File: src/rtl/alu_ex_pipe_pkg.sv
// Shared definitions for the ALU execute pipe.
//   funct3_e    : ALU operation selector (low three opcode bits)
//   res_entry_t : one result as it travels through the pipe and result queue
//   TAG_W       : storage width of the ROB tag inside res_entry_t (ROB_AW <= TAG_W)
package alu_ex_pipe_pkg;

    localparam int TAG_W = 8;

    typedef enum logic [2:0] {
        FUNCT3_ADD  = 3'b000,   // opcode[3]=1 selects subtract
        FUNCT3_SLL  = 3'b001,
        FUNCT3_SLT  = 3'b010,
        FUNCT3_SLTU = 3'b011,
        FUNCT3_XOR  = 3'b100,
        FUNCT3_SRL  = 3'b101,   // opcode[3]=1 selects arithmetic shift
        FUNCT3_OR   = 3'b110,
        FUNCT3_AND  = 3'b111
    } funct3_e;

    typedef struct packed {
        logic [31:0]      data;
        logic [TAG_W-1:0] rob_addr;
        logic             addr_cal;
        logic             con_branch_comp;
    } res_entry_t;

endpackage

File: src/rtl/alu_ex_pipe_if.sv
// Issue / broadcast bundle of the ALU execute pipe.
//   slave  : the pipe's view (issue inputs and flush in, busy and broadcast head out)
//   master : the issuing / consuming side
interface alu_ex_pipe_if #(
    parameter int ROB_AW = 3
);
    logic              i_flush;
    logic              i_ex_en;
    logic              o_busy;
    logic [ROB_AW-1:0] i_rob_addr;
    logic [31:0]       i_rs1_value;
    logic [31:0]       i_rs2_value;
    logic [4:0]        i_alu_opcode;
    logic              i_addr_cal;
    logic              i_con_branch_comp;
    logic              o_broadcast_ready;
    logic              i_broadcast_en;
    logic [31:0]       o_broadcast_out;
    logic [ROB_AW-1:0] o_broadcast_rob_addr;
    logic              o_broadcast_addr_cal;
    logic              o_broadcast_con_branch_comp;

    modport slave (
        input  i_flush, i_ex_en, i_rob_addr, i_rs1_value, i_rs2_value, i_alu_opcode,
               i_addr_cal, i_con_branch_comp, i_broadcast_en,
        output o_busy, o_broadcast_ready, o_broadcast_out, o_broadcast_rob_addr,
               o_broadcast_addr_cal, o_broadcast_con_branch_comp
    );

    modport master (
        output i_flush, i_ex_en, i_rob_addr, i_rs1_value, i_rs2_value, i_alu_opcode,
               i_addr_cal, i_con_branch_comp, i_broadcast_en,
        input  o_busy, o_broadcast_ready, o_broadcast_out, o_broadcast_rob_addr,
               o_broadcast_addr_cal, o_broadcast_con_branch_comp
    );
endinterface

File: src/rtl/alu_ex_pipe_alu.sv
// Combinational integer ALU.
//   alu_opcode : [2:0] funct3, [3] sub / arithmetic-shift modifier, [4] pass rs2 through
//   rs1_value, rs2_value : operands
//   result     : 32-bit result
module alu_ex_pipe_alu
    import alu_ex_pipe_pkg::*;
(
    input  logic [4:0]  alu_opcode,
    input  logic [31:0] rs1_value,
    input  logic [31:0] rs2_value,
    output logic [31:0] result
);

    always_comb begin
        result = '0;
        if (alu_opcode[4]) begin
            result = rs2_value;
        end else begin
            case (funct3_e'(alu_opcode[2:0]))
                FUNCT3_ADD:  result = alu_opcode[3] ? rs1_value - rs2_value
                                                    : rs1_value + rs2_value;
                FUNCT3_SLL:  result = rs1_value << rs2_value[4:0];
                FUNCT3_SLT:  result = {31'b0, $signed(rs1_value) < $signed(rs2_value)};
                FUNCT3_SLTU: result = {31'b0, rs1_value < rs2_value};
                FUNCT3_XOR:  result = rs1_value ^ rs2_value;
                FUNCT3_SRL:  result = alu_opcode[3] ? $unsigned($signed(rs1_value) >>> rs2_value[4:0])
                                                    : rs1_value >> rs2_value[4:0];
                FUNCT3_OR:   result = rs1_value | rs2_value;
                FUNCT3_AND:  result = rs1_value & rs2_value;
            endcase
        end
    end

endmodule

File: src/rtl/alu_ex_pipe.sv
// ALU execute pipe: fixed-latency ALU pipeline feeding an in-order FWFT result queue.
//   clk, rstn : clock, asynchronous active-low reset
//   bus       : alu_ex_pipe_if.slave -- issue request/operands, flush, busy,
//               broadcast head (ready/data/tag/flags) and pop strobe
// Parameters: ROB_AW tag width, LAT issue-to-queue latency (1..8),
// RESQ_DEPTH result-queue entries (2..16).
module alu_ex_pipe
    import alu_ex_pipe_pkg::*;
#(
    parameter int ROB_AW     = 3,
    parameter int LAT        = 3,
    parameter int RESQ_DEPTH = 4
) (
    input logic          clk,
    input logic          rstn,
    alu_ex_pipe_if.slave bus
);

    localparam int CW = $clog2(RESQ_DEPTH + 1);
    localparam int PW = $clog2(RESQ_DEPTH);

    if (LAT < 1 || LAT > 8)                 begin : g_bad_lat   $error("LAT out of range");        end
    if (RESQ_DEPTH < 2 || RESQ_DEPTH > 16)  begin : g_bad_depth $error("RESQ_DEPTH out of range"); end
    if (ROB_AW > TAG_W)                     begin : g_bad_tag   $error("ROB_AW exceeds TAG_W");     end

    logic [31:0]   alu_result;
    res_entry_t    issue_entry;
    res_entry_t    pipe_q [LAT];
    logic [LAT-1:0] pipe_vld;
    res_entry_t    mem [RESQ_DEPTH];
    res_entry_t    head;
    logic [PW-1:0] wptr, rptr;
    logic [CW-1:0] inflight_cnt, queue_cnt;
    logic [CW:0]   credit_used;
    logic          issue, push, pop, queue_nempty;

    function automatic logic [PW-1:0] ptr_inc(input logic [PW-1:0] p);
        return (p == PW'(RESQ_DEPTH - 1)) ? '0 : p + PW'(1);
    endfunction

    alu_ex_pipe_alu alu_i (
        .alu_opcode (bus.i_alu_opcode),
        .rs1_value  (bus.i_rs1_value),
        .rs2_value  (bus.i_rs2_value),
        .result     (alu_result)
    );

    // Every op in flight already owns a queue slot, so the pipe exit never
    // meets a full queue and the pipe never has to stall.
    assign credit_used  = {1'b0, inflight_cnt} + {1'b0, queue_cnt};
    assign bus.o_busy   = credit_used >= (CW+1)'(RESQ_DEPTH);
    assign issue        = bus.i_ex_en & ~bus.o_busy & ~bus.i_flush;
    assign push         = pipe_vld[LAT-1];
    assign queue_nempty = queue_cnt != '0;
    assign pop          = bus.i_broadcast_en & queue_nempty;

    always_comb begin
        issue_entry                 = '0;
        issue_entry.data            = alu_result;
        issue_entry.rob_addr        = TAG_W'(bus.i_rob_addr);
        issue_entry.addr_cal        = bus.i_addr_cal;
        issue_entry.con_branch_comp = bus.i_con_branch_comp;
    end

    always_ff @(posedge clk or negedge rstn) begin
        if (!rstn) begin
            pipe_vld <= '0;
        end else if (bus.i_flush) begin
            pipe_vld <= '0;
        end else begin
            pipe_vld[0] <= issue;
            for (int i = 1; i < LAT; i++) pipe_vld[i] <= pipe_vld[i-1];
        end
    end

    // Payload is qualified by pipe_vld / queue_cnt, so it needs no reset.
    always_ff @(posedge clk) begin
        pipe_q[0] <= issue_entry;
        for (int i = 1; i < LAT; i++) pipe_q[i] <= pipe_q[i-1];
        if (push && !bus.i_flush) mem[wptr] <= pipe_q[LAT-1];
    end

    always_ff @(posedge clk or negedge rstn) begin
        if (!rstn) begin
            wptr         <= '0;
            rptr         <= '0;
            queue_cnt    <= '0;
            inflight_cnt <= '0;
        end else if (bus.i_flush) begin
            wptr         <= '0;
            rptr         <= '0;
            queue_cnt    <= '0;
            inflight_cnt <= '0;
        end else begin
            if (push) wptr <= ptr_inc(wptr);
            if (pop)  rptr <= ptr_inc(rptr);
            queue_cnt    <= queue_cnt + CW'(push) - CW'(pop);
            inflight_cnt <= inflight_cnt + CW'(issue) - CW'(push);
        end
    end

    assign head = queue_nempty ? mem[rptr] : '0;

    assign bus.o_broadcast_ready           = queue_nempty;
    assign bus.o_broadcast_out             = head.data;
    assign bus.o_broadcast_rob_addr        = head.rob_addr[ROB_AW-1:0];
    assign bus.o_broadcast_addr_cal        = head.addr_cal;
    assign bus.o_broadcast_con_branch_comp = head.con_branch_comp;

    // Tag storage is wider than ROB_AW; the upper bits are always zero.
    if (ROB_AW < TAG_W) begin : g_tag_pad
        logic unused_tag_bits;
        assign unused_tag_bits = |head.rob_addr[TAG_W-1:ROB_AW];
    end

endmodule
File: src/flat_wrapper.sv
// flat-port wrapper written by rule: the top's interface ports become plain ports
module alu_ex_pipe_flat import alu_ex_pipe_pkg::*;
#(
    parameter int ROB_AW     = 3,
    parameter int LAT        = 3,
    parameter int RESQ_DEPTH = 4
)
  (clk, rstn, bus_i_flush, bus_i_ex_en, bus_i_rob_addr, bus_i_rs1_value, bus_i_rs2_value, bus_i_alu_opcode, bus_i_addr_cal, bus_i_con_branch_comp, bus_i_broadcast_en, bus_o_busy, bus_o_broadcast_ready, bus_o_broadcast_out, bus_o_broadcast_rob_addr, bus_o_broadcast_addr_cal, bus_o_broadcast_con_branch_comp);
  alu_ex_pipe_if #(.ROB_AW(ROB_AW)) bus_i ();
  input logic clk;
  input logic rstn;
  input wire logic [$bits(bus_i.i_flush)-1:0] bus_i_flush;
  input wire logic [$bits(bus_i.i_ex_en)-1:0] bus_i_ex_en;
  input wire logic [$bits(bus_i.i_rob_addr)-1:0] bus_i_rob_addr;
  input wire logic [$bits(bus_i.i_rs1_value)-1:0] bus_i_rs1_value;
  input wire logic [$bits(bus_i.i_rs2_value)-1:0] bus_i_rs2_value;
  input wire logic [$bits(bus_i.i_alu_opcode)-1:0] bus_i_alu_opcode;
  input wire logic [$bits(bus_i.i_addr_cal)-1:0] bus_i_addr_cal;
  input wire logic [$bits(bus_i.i_con_branch_comp)-1:0] bus_i_con_branch_comp;
  input wire logic [$bits(bus_i.i_broadcast_en)-1:0] bus_i_broadcast_en;
  output wire logic [$bits(bus_i.o_busy)-1:0] bus_o_busy;
  output wire logic [$bits(bus_i.o_broadcast_ready)-1:0] bus_o_broadcast_ready;
  output wire logic [$bits(bus_i.o_broadcast_out)-1:0] bus_o_broadcast_out;
  output wire logic [$bits(bus_i.o_broadcast_rob_addr)-1:0] bus_o_broadcast_rob_addr;
  output wire logic [$bits(bus_i.o_broadcast_addr_cal)-1:0] bus_o_broadcast_addr_cal;
  output wire logic [$bits(bus_i.o_broadcast_con_branch_comp)-1:0] bus_o_broadcast_con_branch_comp;
  assign bus_i.i_flush = bus_i_flush;
  assign bus_i.i_ex_en = bus_i_ex_en;
  assign bus_i.i_rob_addr = bus_i_rob_addr;
  assign bus_i.i_rs1_value = bus_i_rs1_value;
  assign bus_i.i_rs2_value = bus_i_rs2_value;
  assign bus_i.i_alu_opcode = bus_i_alu_opcode;
  assign bus_i.i_addr_cal = bus_i_addr_cal;
  assign bus_i.i_con_branch_comp = bus_i_con_branch_comp;
  assign bus_i.i_broadcast_en = bus_i_broadcast_en;
  assign bus_o_busy = bus_i.o_busy;
  assign bus_o_broadcast_ready = bus_i.o_broadcast_ready;
  assign bus_o_broadcast_out = bus_i.o_broadcast_out;
  assign bus_o_broadcast_rob_addr = bus_i.o_broadcast_rob_addr;
  assign bus_o_broadcast_addr_cal = bus_i.o_broadcast_addr_cal;
  assign bus_o_broadcast_con_branch_comp = bus_i.o_broadcast_con_branch_comp;
  alu_ex_pipe #(.ROB_AW(ROB_AW), .LAT(LAT), .RESQ_DEPTH(RESQ_DEPTH)) u_core (.clk(clk), .rstn(rstn), .bus(bus_i));
endmodule
File: config.mk
export PLATFORM = sky130hd
export DESIGN_NAME = alu_ex_pipe_flat
export DESIGN_NICKNAME = d
export VERILOG_FILES = /design/src/rtl/alu_ex_pipe_pkg.sv /design/src/rtl/alu_ex_pipe_if.sv /design/src/rtl/alu_ex_pipe_alu.sv /design/src/rtl/alu_ex_pipe.sv /design/src/flat_wrapper.sv
export SDC_FILE = /design/constraint.sdc
export NUM_CORES = 1
export LEC_CHECK = 0
export CAP_MARGIN = 20
export CORE_ASPECT_RATIO = 0.8
export CORE_UTILIZATION = 44
export CTS_CLUSTER_DIAMETER = 30
export DETAILED_ROUTE_END_ITERATION = 6
export PLACE_DENSITY = 0.64
export SLEW_MARGIN = 10
export SYNTH_ARGS = -nofsm -noshare
export SYNTH_HDL_FRONTEND = slang
export SYNTH_SLANG_ARGS = --single-unit
File: constraint.sdc
create_clock -name clk -period 4 [get_ports clk]
set_input_delay 0.8 -clock clk [delete_from_list [all_inputs] [get_ports clk]]
set_output_delay 0.8 -clock clk [all_outputs]
set_load 0.01 [all_outputs]
# Word-level counts from Yosys, hierarchy flattened
# Memories as Yosys holds them, arrays and structs flattened.
# Index checks and enable logic that the tools add are counted.
[op_classes] n_addsub=9 order_cmp=3 n_eq_ne=9 n_shift=3 mux=16 bitwise=8 n_reduce_logical=6
[op_table] operator="$pmux 32 s8" count=1
[op_table] operator="$mux 32" count=3
[op_table] operator="$lt 32x32->1" count=2
[op_table] operator="$mux 42" count=1
[op_table] operator="$add 32x32->32" count=1
[op_table] operator="$and 32x32->32" count=1
[op_table] operator="$or 32x32->32" count=1
[op_table] operator="$shl 32x5->32" count=1
[op_table] operator="$shr 32x5->32" count=1
[op_table] operator="$sshr 32x5->32" count=1
[op_table] operator="$sub 32x32->32" count=1
[op_table] operator="$xor 32x32->32" count=1
[op_table] operator="$eq 3x3->1 const B" count=4
[op_table] operator="$mux 2" count=6
[op_table] operator="$mux 3" count=3
[op_table] operator="$add 3x1->3" count=2
[op_table] operator="$eq 3x2->1 const B" count=2
[op_table] operator="$sub 3x1->3" count=2
[op_table] operator="$add 2x1->2 const B" count=2
[op_table] operator="$add 3x3->4" count=1
[op_table] operator="$eq 2x2->1 const B" count=2
[op_table] operator="$ge 4x3->1 const B" count=1
[op_table] operator="$reduce_bool 2->1" count=2
[op_table] operator="$and 1x1->1" count=3
[op_table] operator="7 further kinds" count=9
[word_totals] reg_bits=13 mem_bits_rw=294 input_bits=79 memories=2
[mem_list] memory="u_core.mem" depth=4 word_bits=42 read_ports=1 rd_ports_with_merged_regs=0 wr=1 line_no="alu_ex_pipe.sv:30" rtl="res_entry_t mem [RESQ_DEPTH];"
[mem_list] memory="u_core.pipe_q" depth=3 word_bits=42 read_ports=3 rd_ports_with_merged_regs=0 wr=3 line_no="alu_ex_pipe.sv:28" rtl="res_entry_t pipe_q [LAT];"

# Depth between registers and ports, before layout
[depth] ltp_word=8 depth_mapped=16 mapped_depth_nobuf=12

# Hierarchy
# From an unflattened synthesis, not the netlist that was laid out.
[hier_totals] hier_cells=1756 hier_area_um2=17484.3
[by_module_without_submodules] module="alu_ex_pipe_alu" instances=1 cells_per_inst=1344 area_per_inst_um2=8906.0
[by_module_without_submodules] module="alu_ex_pipe" instances=1 cells_per_inst=412 area_per_inst_um2=8578.2

# Worst setup path before layout
# Ideal clock, no wire load.
[synth_path] path_kind="input -> register" startpoint="in bus_i_rs2_value[2]" endpoint="mem u_core.pipe_q[0][40] in the netlist's numbering" setup_time_ns=0.095 t_arrival_ns=4.319 t_required_ns=3.905 slack_ns=-0.414 path_stages=16 path_buffers=5 path_cell_list="buf_2 > buf_2 > inv_2 > buf_1 > clkbuf_1 > ha_1 > buf_8 > o21bai_1 > a2111oi_2 > or3_1 > a211oi_1 > o2111ai_1 > a311oi_1 > o221ai_1 > xnor2_1 > a221oi_1"
[synth_rtl] element="start, declared" line_no="flat_wrapper.sv:16" rtl="input wire logic [$bits(bus_i.i_rs2_value)-1:0] bus_i_rs2_value;"
[synth_rtl] element="end, declared" line_no="alu_ex_pipe.sv:28"

==> metrics.yaml <==
logic_synthesis:
  synth_xor_area_share_pct: 1.09
  yosysTopAreaCellShare_pct: 25.2
  syn-num-nets: 1976
  ys_warn_count: 0
  synth_mux_area_share_pct: 12.9
  synth_cell_types: 86
  synth-adder-area-share_pct: 8.12
  synth.top_cells.by_area: "edfxtp_1 25%, dfxtp_1 13%, mux4_2 10%"
  async_flop_share_pct: 4.78
  ys_seq_area_share_pct: 39.6
  synthCells: 1785
  synth_compound_area_share_pct: 19.5
  synthesis.area_um2: 17600
  ys_seq_elements: 272
  yosys-top-cells-count: "158 x a21oi_1, 149 x nand2_1, 148 x edfxtp_1"
  synth_top_family_by_area: "compound AO/OA/AOI/OAI gates"
  avgSynthCellArea_um2: 9.88
  synth.most_common_cell: "a21oi_1"
  synth_edf_count: 148
  synth_simple_gate_area_share_pct: 12.7
  synth_area_leader_cell: "edfxtp_1"
  synth-main-ff-cell: "edfxtp_1"
critical_path:
  critPathArrivalTime_ps: 4230
  crit_chain: "clkdlybuf4s50_1, inv_1, ha_1, nor4_1, nand3_1, a211oi_2, buf_4, o2111ai_1, a311oi_2, o221ai_1, xnor2_1, a221oi_1"
  startpoint_type: "primary input"
  r2r-end: "u_core.queue_cnt[2]$_DFF_PN0_"
  crit_path_max_fanout: 5
  startpoint: "bus_i_rs1_value[14]"
  cp-end-kind: "flip-flop"
  cp.required_ps: 4470
  endpoint: "u_core.pipe_q[0][40]$_DFF_P_"
  r2r_slack_ps: 1250
  crit_slowest_cell: "clkdlybuf4s50_1"
  max_stage_delay_ps: 570
  r2r.worst_path.cells: 10
  crit_type: "primary input to flip-flop"
  reg2reg_from: "u_core.queue_cnt[1]$_DFF_PN0_"
cts:
  clkSinkCount: 272
  clockBufferDepth: 3
  clk_latency_ps: 560
  cts_root_buf: "clkbuf_16"
  cts_buffers: 43
  cts_tree: "built"
  ctsHoldBuffers: 0
  path_clk_slew_ps: 60
  cts.htree.levels: 2
  cts_setup_buffers: 0
floorplanning:
  die_w_um: 226
  die_y_um: 181
  io_pins: 118
  die_area_um2: 40900
  initial_core_util_pct: 44.7
  rows: 65
  core-area_um2: 39400
worst_hold_path:
  hold_class: "flip-flop to flip-flop"
timing:
  setup_ws_ps: 238
  setup_viol_count_final: 0
  tightest_slew_ps: 788
  finClkSkew_ps: 19.6
  hold_violations: 0
  finalCritPeriodShare_pct: 94.1
  slew_violations: 0
  fmax_mhz: 266
  rsz0062_at_grt: "no"
  post-route-min-period_ps: 3760
  slew_headroom_pct: 46.9
placed_design:
  dpl-instance-area_um2: 20900
  place.gp.congestion: 1.04
  dp_cells: 2568
  pre_cts_ws_ps: -290
  hpwl_um: 49000
  portBuffers: 117
grt:
  grt_start_max_net_pins: 72
  antenna_found_initial: 2
  grt_usage_pct: 31.7
  grt_overflow: 0
  top_usage_layer: "met1"
  use_met2_pct: 46.0
  grt_pass1_wl_um: 97000
  grt_pass1_vias: 15400
  met3_usage_pct: 5.84
  grt_use_met1_pct: 47.5
final_layout:
  drive_gt1_share_pct: 22.1
  final_area_um2: 22400
  nets: 2268
  finalNonFillerCells: 2647
  antennaDiodeCount: 0
  syn_to_final_growth_pct: 27.2
routing:
  antenna_left: 0
  routed_wl_um: 64500
  routed_via_density: 5.97
  via_count: 15800
  dr.pass1.iters: 6
  avgRoutedWirePerCell_um: 24.4
  drc_errors: 0
  drtIter0Drc: 2021
power_and_ir_drop:
  pwr_density_cell_nw_per_um2: 448
  peakVddDrop_mv: 0.299
  totalPowerFinal_mw: 10.1
  p_leak_nw: 9.03
status:
  status: "finished, final reports clean"
run:
  maxCapViolations: 0
==> layer usage <==
layer | routed length [um] | part of all wire, % | vias to the layer above
li1 | - | - | 7217
met1 | 29300 | 45 | 7671
met2 | 27300 | 42 | 801
met3 | 5800 | 9.0 | 126
met4 | 2070 | 3.2 | 0
met5 | 0 | 0 | -
==> cell type report <==
cell class              instances  area [um^2]
multi-input cells            1265         9610
repair buffers                375         3210
flip-flops and latches        272         6990
fillers                      3487        17000
clock buffers                  49         1150
well taps                     536          671
inverters                     120          450
clock inverters                30          357
==> flip-flops by register name, summed over array words and instances (netlist names) <==
name                 cells
u_core.rptr              2
u_core.wptr              2
u_core.inflight_cnt      3
u_core.mem             148
u_core.pipe_vld          3
u_core.pipe_q          111
u_core.queue_cnt         3
==> placed cells by master, fill, tap and decap left out, types with 16 or more instances in the layout <==
| cell | count |
|---|---|
| mux2i_1 | 38 |
| nor2b_1 | 18 |
| xnor2_1 | 21 |
| o21ai_0 | 123 |
| clkdlybuf4s50_1 | 110 |
| nor2_1 | 134 |
| buf_4 | 248 |
| nand2_1 | 149 |
| nor3_1 | 24 |
| dfxtp_1 | 111 |
| a211oi_1 | 34 |
| nand3_1 | 28 |
| o31ai_1 | 17 |
| ha_1 | 108 |
| clkbuf_16 | 45 |
| inv_1 | 116 |
| and2_1 | 44 |
| a21oi_1 | 158 |
| o211ai_1 | 24 |
| edfxtp_1 | 148 |
| a31oi_1 | 16 |
| mux4_2 | 78 |
==> how the worst min path moves through the flow <==
stage / cells past startpoint / start / to / slack [ps]
after global routing: 0 / u_core.pipe_q[0][82]$_DFF_P_ / u_core.pipe_q[0][124]$_DFF_P_ / 330
after detailed placement: 0 / u_core.pipe_q[0][82]$_DFF_P_ / u_core.pipe_q[0][124]$_DFF_P_ / 310
final: 0 / u_core.pipe_q[0][53]$_DFF_P_ / u_core.pipe_q[0][95]$_DFF_P_ / 320
after global placement: 0 / u_core.pipe_q[0][43]$_DFF_P_ / u_core.pipe_q[0][85]$_DFF_P_ / 310
after floorplan: 0 / u_core.pipe_q[0][58]$_DFF_P_ / u_core.pipe_q[0][100]$_DFF_P_ / 310
after CTS: 0 / u_core.pipe_q[0][42]$_DFF_P_ / u_core.pipe_q[0][84]$_DFF_P_ / 320
==> logic make-up after synthesis <==
group / Yosys count
compound gates: 528
xor+xnor: 22
fa+ha+maj: 112
buf+inv: 248
flops: 272
mux: 129
simple gates: 474
==> critical path, delay by kind of cell <==
family / cells / cell delay [ps]
simple gates: 2 / 760
compound gates: 5 / 1190
fa+ha+maj: 1 / 410
xor+xnor: 1 / 150
buf+inv: 3 / 910
==> where the power goes <==
part           internal [mW]  total (mW)  leakage (nW)  switching (mW)
logic                   1.43        2.98          5.84            1.55
clock network           2.39        3.80         0.748            1.41
registers               3.15        3.27          2.44           0.124
total                   6.96        10.1          9.03            3.09
==> metrics by stage <==
step	util [%]	hold slack [ps]	setup TNS [ps]
detailed placement	53.1	312	-1070
finish	56.9	319	0
global placement	53.1	310	-1070
CTS	56.9	319	0
floorplan	-	310	-9.25
global route	56.9	326	0
==> what timing repair did <==
item                                    CTS  global route
endpoints found under the setup margin    0             1
resized for setup                         0             1
hold endpoints to repair                  0             0
No activity file was read; power rests on OpenSTA's default activity.
